$ cat src/rtl/gpr_pc_pkg.sv
// gpr_pc_pkg: shared widths, reset vector and word/index types for the RV32 architectural state.
package gpr_pc_pkg;
    localparam int XLEN = 32;
    localparam int NREG_ADDR_W = 5;
    localparam logic [31:0] RESET_VECTOR = 32'h8000_0000;
    typedef logic [4:0] reg_idx_t;
    typedef logic [31:0] xword_t;
endpackage

$ cat src/rtl/gpr_pc_state_state_reg.sv
// state_reg: enabled register with synchronous active-high reset to RESET_VAL.
module state_reg #(
    parameter int WIDTH = 32,
    parameter logic [WIDTH-1:0] RESET_VAL = '0
) (
    input  logic             clk,
    input  logic             rst,
    input  logic             wen,
    input  logic [WIDTH-1:0] din,
    output logic [WIDTH-1:0] dout
);
    logic [WIDTH-1:0] dout_d, dout_q;
    always_comb dout_d = wen ? din : dout_q;
    always_ff @(posedge clk) begin
        if (rst) dout_q <= RESET_VAL;
        else dout_q <= dout_d;
    end
    assign dout = dout_q;
endmodule

$ cat src/rtl/gpr_pc_state.sv
// gpr_pc_state: RV32 register file (2R/1W, x0 = 0) plus boot-vectored PC register.
// Define GPR_PC_STATE_BYPASS_EN for write-first forwarding on both read ports.
module gpr_pc_state
    import gpr_pc_pkg::*;
#(
    parameter int ADDR_WIDTH = NREG_ADDR_W,
    parameter int DATA_WIDTH = XLEN,
    parameter logic [DATA_WIDTH-1:0] RESET_PC = RESET_VECTOR
) (
    input  logic                  clk,
    input  logic                  rst,
    input  logic                  wen,
    input  logic [ADDR_WIDTH-1:0] waddr,
    input  logic [DATA_WIDTH-1:0] wdata,
    input  logic [ADDR_WIDTH-1:0] rs1addr,
    input  logic [ADDR_WIDTH-1:0] rs2addr,
    output logic [DATA_WIDTH-1:0] rs1data,
    output logic [DATA_WIDTH-1:0] rs2data,
    input  logic                  pc_wen,
    input  logic [DATA_WIDTH-1:0] pc_next,
    output logic [DATA_WIDTH-1:0] pc
);
    localparam int NREG = 2 ** ADDR_WIDTH;
    logic [DATA_WIDTH-1:0] regs_d [NREG];
    logic [DATA_WIDTH-1:0] regs_q [NREG];
    logic                  wr_ok;
    assign wr_ok = wen && (waddr != '0);
    always_comb begin
        regs_d = regs_q;
        if (wr_ok) regs_d[waddr] = wdata;
    end
    always_ff @(posedge clk) begin
        if (rst) regs_q <= '{default: '0};
        else regs_q <= regs_d;
    end
`ifdef GPR_PC_STATE_BYPASS_EN
    // rst is sampled too so a write dropped by reset is never forwarded
    always_comb begin
        rs1data = (rs1addr == '0) ? '0 : (wr_ok && !rst && rs1addr == waddr) ? wdata : regs_q[rs1addr];
        rs2data = (rs2addr == '0) ? '0 : (wr_ok && !rst && rs2addr == waddr) ? wdata : regs_q[rs2addr];
    end
`else
    always_comb begin
        rs1data = (rs1addr == '0) ? '0 : regs_q[rs1addr];
        rs2data = (rs2addr == '0) ? '0 : regs_q[rs2addr];
    end
`endif
    state_reg #(
        .WIDTH     (DATA_WIDTH),
        .RESET_VAL (RESET_PC)
    ) u_pc (
        .clk  (clk),
        .rst  (rst),
        .wen  (pc_wen),
        .din  (pc_next),
        .dout (pc)
    );
endmodule

$ cat config.mk
export PLATFORM = sky130hd
export DESIGN_NAME = gpr_pc_state
export DESIGN_NICKNAME = d
export VERILOG_FILES = /design/src/rtl/gpr_pc_pkg.sv /design/src/rtl/gpr_pc_state_state_reg.sv /design/src/rtl/gpr_pc_state.sv
export SDC_FILE = /design/constraint.sdc
export NUM_CORES = 2
export LEC_CHECK = 0
export BUFFER_PORTS_ARGS = -buffer_cell sky130_fd_sc_hd__buf_2
export CORE_MARGIN = 3
export CORE_UTILIZATION = 57
export DETAILED_ROUTE_END_ITERATION = 16
export PLACE_DENSITY_LB_ADDON = 0.12
export SETUP_SLACK_MARGIN = 0.02
export SYNTH_ARGS = -nofsm -noshare
export SYNTH_HDL_FRONTEND = slang
export SYNTH_HIERARCHICAL = 1
export SYNTH_SLANG_ARGS = --single-unit
$ cat constraint.sdc
create_clock -name clk -period 2.9 [get_ports clk]
set_clock_uncertainty 0.2 [all_clocks]
set_input_delay 0.58 -clock clk [delete_from_list [all_inputs] [get_ports clk]]
set_output_delay 0.58 -clock clk [all_outputs]
set_load 0.05 [all_outputs]
==> run summary <==
TritonCTS clock tree -> done
Detailed Route Iter0 Violations -> 8362
Fraction of power consumed by the clock network -> 45.7%
Clock Root Buffer -> sky130_fd_sc_hd__clkbuf_16
HPWL after DPL -> 138000 um
Number of antenna violations at the first check in global routing -> 8
Sequential cell fraction of total power -> 40.9%
Count of unresolved DRC violations after routing -> 0
Fin crit share -> 119%
Count of maximum capacitance violations -> 0
Clock slew at the register clock pins of the worst setup and hold paths -> 0.06 ns
Maximum clock frequency -> 290 MHz
Largest net degree at the start of global routing -> 106
Number of nets in the layout -> 6553
Yosys warnings -> 6
Average via count per standard cell -> 6.81
Data required time of the critical path -> 2.12 ns
Placed cell count -> 7395
Cell Area, Synth -> 53200 um2
Final Hold Violating Endpoints -> 0
Die X -> 312 um
Sw Ratio -> 26.3%
First-pass GRT wire length -> 329000 um
Count of H-tree levels built during CTS -> 3
Worst Max-Slew Pin Slew -> 0.857 ns
Global placement routability congestion -> 0.970
Outcome -> complete, but fails checks
Cells after synthesis -> 6087
Die Area -> 97100 um2
Iteration count of the initial detailed-routing pass -> 7
Kind of end point of the critical path -> primary output
Number of slew-limit violations in the final report -> 0
Total of buffers placed on input and output ports -> 178
Synth Net Count -> 6170
Portion of the post-synthesis area used by sequential elements -> 39.7%
Clk buf depth -> 3
Core area -> 92100 um2
Overall fraction of global-route tracks in use -> 44.9%
Proportion of layout cells with a drive suffix above 1 -> 29.6%
Logic pwr share -> 13.3%
Largest area contributor in the synthesized netlist -> sky130_fd_sc_hd__dfxtp_1
Hold Slack -> 0.0806 ns
Psw -> 0.00946 W
Power density cells -> 517 nW/um2
Number of unique standard cell types used by synthesis -> 48
Setup WS post-layout -> -0.545 ns
Antenna-violating nets left -> 0
Number of cell rows -> 111
Hold crit path type -> in2reg
Failing checks -> negative setup slack
Post-Route WL -> 226000 um
Share of the synthesized area in the top cell type -> 39.7%
Count of clock tree sinks -> 1056
Number of enable-type register cells in the synthesized netlist -> 0
Leak -> 24.5 nW
Die outline height -> 312 um
Synth cell count leaders -> sky130_fd_sc_hd__nand2_1, sky130_fd_sc_hd__dfxtp_1, sky130_fd_sc_hd__a21oi_1
Area Growth Syn to Fin -> 30.7%
Wirelength per Cell -> 29.0 um
WP data arrival -> 2.67 ns
Number of top-level pins -> 179
Clock latency on the worst-skew pair -> 0.72 ns
Async set-or-reset flop fraction in the synthesized netlist -> 0%
Most common cell in the synthesized netlist -> sky130_fd_sc_hd__nand2_1
Kind of critical path -> reg2out
# setup viols final -> 64
Launch point of the worst path -> regs_q[251]$_SDFFE_PP0P_
Start of the worst register-to-register path -> regs_q[59]$_SDFFE_PP0P_
Number of buffers created by CTS -> 113
Average footprint of a synthesized cell -> 8.75 um2
HP Start -> rst
Final cell count without fillers -> 7817
Unrepaired setup endpoints after global routing -> yes
Post-layout total power -> 0.0360 W
Number of vias in the routed layout -> 53231
Relative slew slack -> 42.9%
Most used flip-flop cell after synthesis -> sky130_fd_sc_hd__dfxtp_1
Largest cells by area after synthesis -> sky130_fd_sc_hd__dfxtp_1, sky130_fd_sc_hd__mux4_2, sky130_fd_sc_hd__nand2_1
Setup TNS -> -23.38 ns
Vias in the first global route -> 50792
Internal power summed over all cells -> 0.0265 W
Sum of overflow across all layers after global routing -> 0
Crit-path max FO -> 3
Max VDD drop -> 487 uV
Initial standard-cell utilization of the core -> 57.8%
Critical Path Source Type -> flip-flop
Min Tclk post-route -> 3.45 ns
Seq cells post-synth -> 1056
==> registers in the layout, summed over array words and instances, names as in the netlist <==
register and cells:
u_pc/dout 32, regs_q 1024
==> metrics by stage <==
stage | cell area [um2] | utilization, % | setup slack, ns
after floorplan | 55100 | - | -0.238
after global placement | 60200 | 65.4 | -0.889
after detailed placement | 60200 | 65.4 | -0.939
after CTS | 68700 | 74.6 | -0.519
after global routing | 69600 | 75.5 | -0.578
final | 69600 | 75.5 | -0.545
==> worst paths after layout <==
check	end	slack, ns	cells after the start
min	u_pc/dout[21]$_SDFFE_PP0P_	0.08	2
max reg2reg	regs_q[59]$_SDFFE_PP0P_	1.90	4
min reg2reg	regs_q[528]$_SDFFE_PP0P_	0.26	2
max	rs2data[27]	-0.55	6
==> per-layer routing <==
layer,share of wire [%],vias to the layer above,track usage [%]
met3,16,1127,15.8
met1,35,25457,57.5
met2,42,4564,65.1
li1,-,22079,-
met5,0.011,-,0
met4,7.1,4,27.3
==> cell families after synthesis <==
family          after synthesis  share of synthesized area [%]
flops                      1056                           39.7
compound gates             1372                           14.9
buf+inv                     637                           5.72
mux                         748                           22.7
simple gates               2274                           17.0
==> layout make-up <==
type,count,area [um2]
diodes,6,15.0
clock buffers,150,3190
clock inverters,63,1010
fillers,6145,22500
inverters,1,3.75
multi-input cells,4394,32200
flip-flops and latches,1056,21300
well taps,1243,1560
repair buffers,904,10300
==> worst max-delay path: stages (launching register included) <==
cell and delay (ns):
sky130_fd_sc_hd__dfxtp_1 0.34, sky130_fd_sc_hd__mux4_2 0.50, sky130_fd_sc_hd__mux4_2 0.59, sky130_fd_sc_hd__o22ai_4 0.17, sky130_fd_sc_hd__buf_6 0.15, sky130_fd_sc_hd__nor3_4 0.04, sky130_fd_sc_hd__buf_6 0.15
==> power by group through the flow <==
| stage | logic [W] | clock network [W] | registers (W) |
|---|---|---|---|
| final | 0.00480 | 0.0164 | 0.0147 |
| after global routing | 0.00489 | 0.0170 | 0.0147 |
| after CTS | 0.00452 | 0.0164 | 0.0147 |
| after detailed placement | 0.00384 | 0 | 0.0150 |
| after global placement | 0.00381 | 0 | 0.0150 |
| after floorplan | 0.00227 | 0 | 0.0151 |
==> layout by cell type, fill, tap and decap left out, types with 36 or more instances in the layout <==
master | Yosys | layout
sky130_fd_sc_hd__dfxtp_2 | 0 | 100
sky130_fd_sc_hd__a22oi_1 | 100 | 82
sky130_fd_sc_hd__a21oi_1 | 1032 | 1023
sky130_fd_sc_hd__buf_2 | 83 | 105
sky130_fd_sc_hd__mux4_2 | 359 | 363
sky130_fd_sc_hd__nand2_1 | 2029 | 2001
sky130_fd_sc_hd__nor2b_1 | 75 | 45
sky130_fd_sc_hd__a22o_1 | 55 | 37
sky130_fd_sc_hd__dfxtp_1 | 1056 | 956
sky130_fd_sc_hd__nor3_4 | 0 | 39
sky130_fd_sc_hd__buf_4 | 31 | 412
sky130_fd_sc_hd__clkbuf_16 | 0 | 117
sky130_fd_sc_hd__buf_16 | 0 | 36
sky130_fd_sc_hd__buf_6 | 39 | 118
sky130_fd_sc_hd__mux2i_1 | 359 | 349
sky130_fd_sc_hd__buf_12 | 3 | 168
==> what timing repair did <==
item | in CTS | in global routing
pin swaps | 148 | 86
hold endpoints to repair | 32 | 0
setup endpoints to repair | 64 | 64
gates resized for setup | 500 | 162
setup buffers | 103 | 49
hold buffers | 32 | 0
cloned | 33 | 2
No activity file was read; power rests on OpenSTA's default activity.
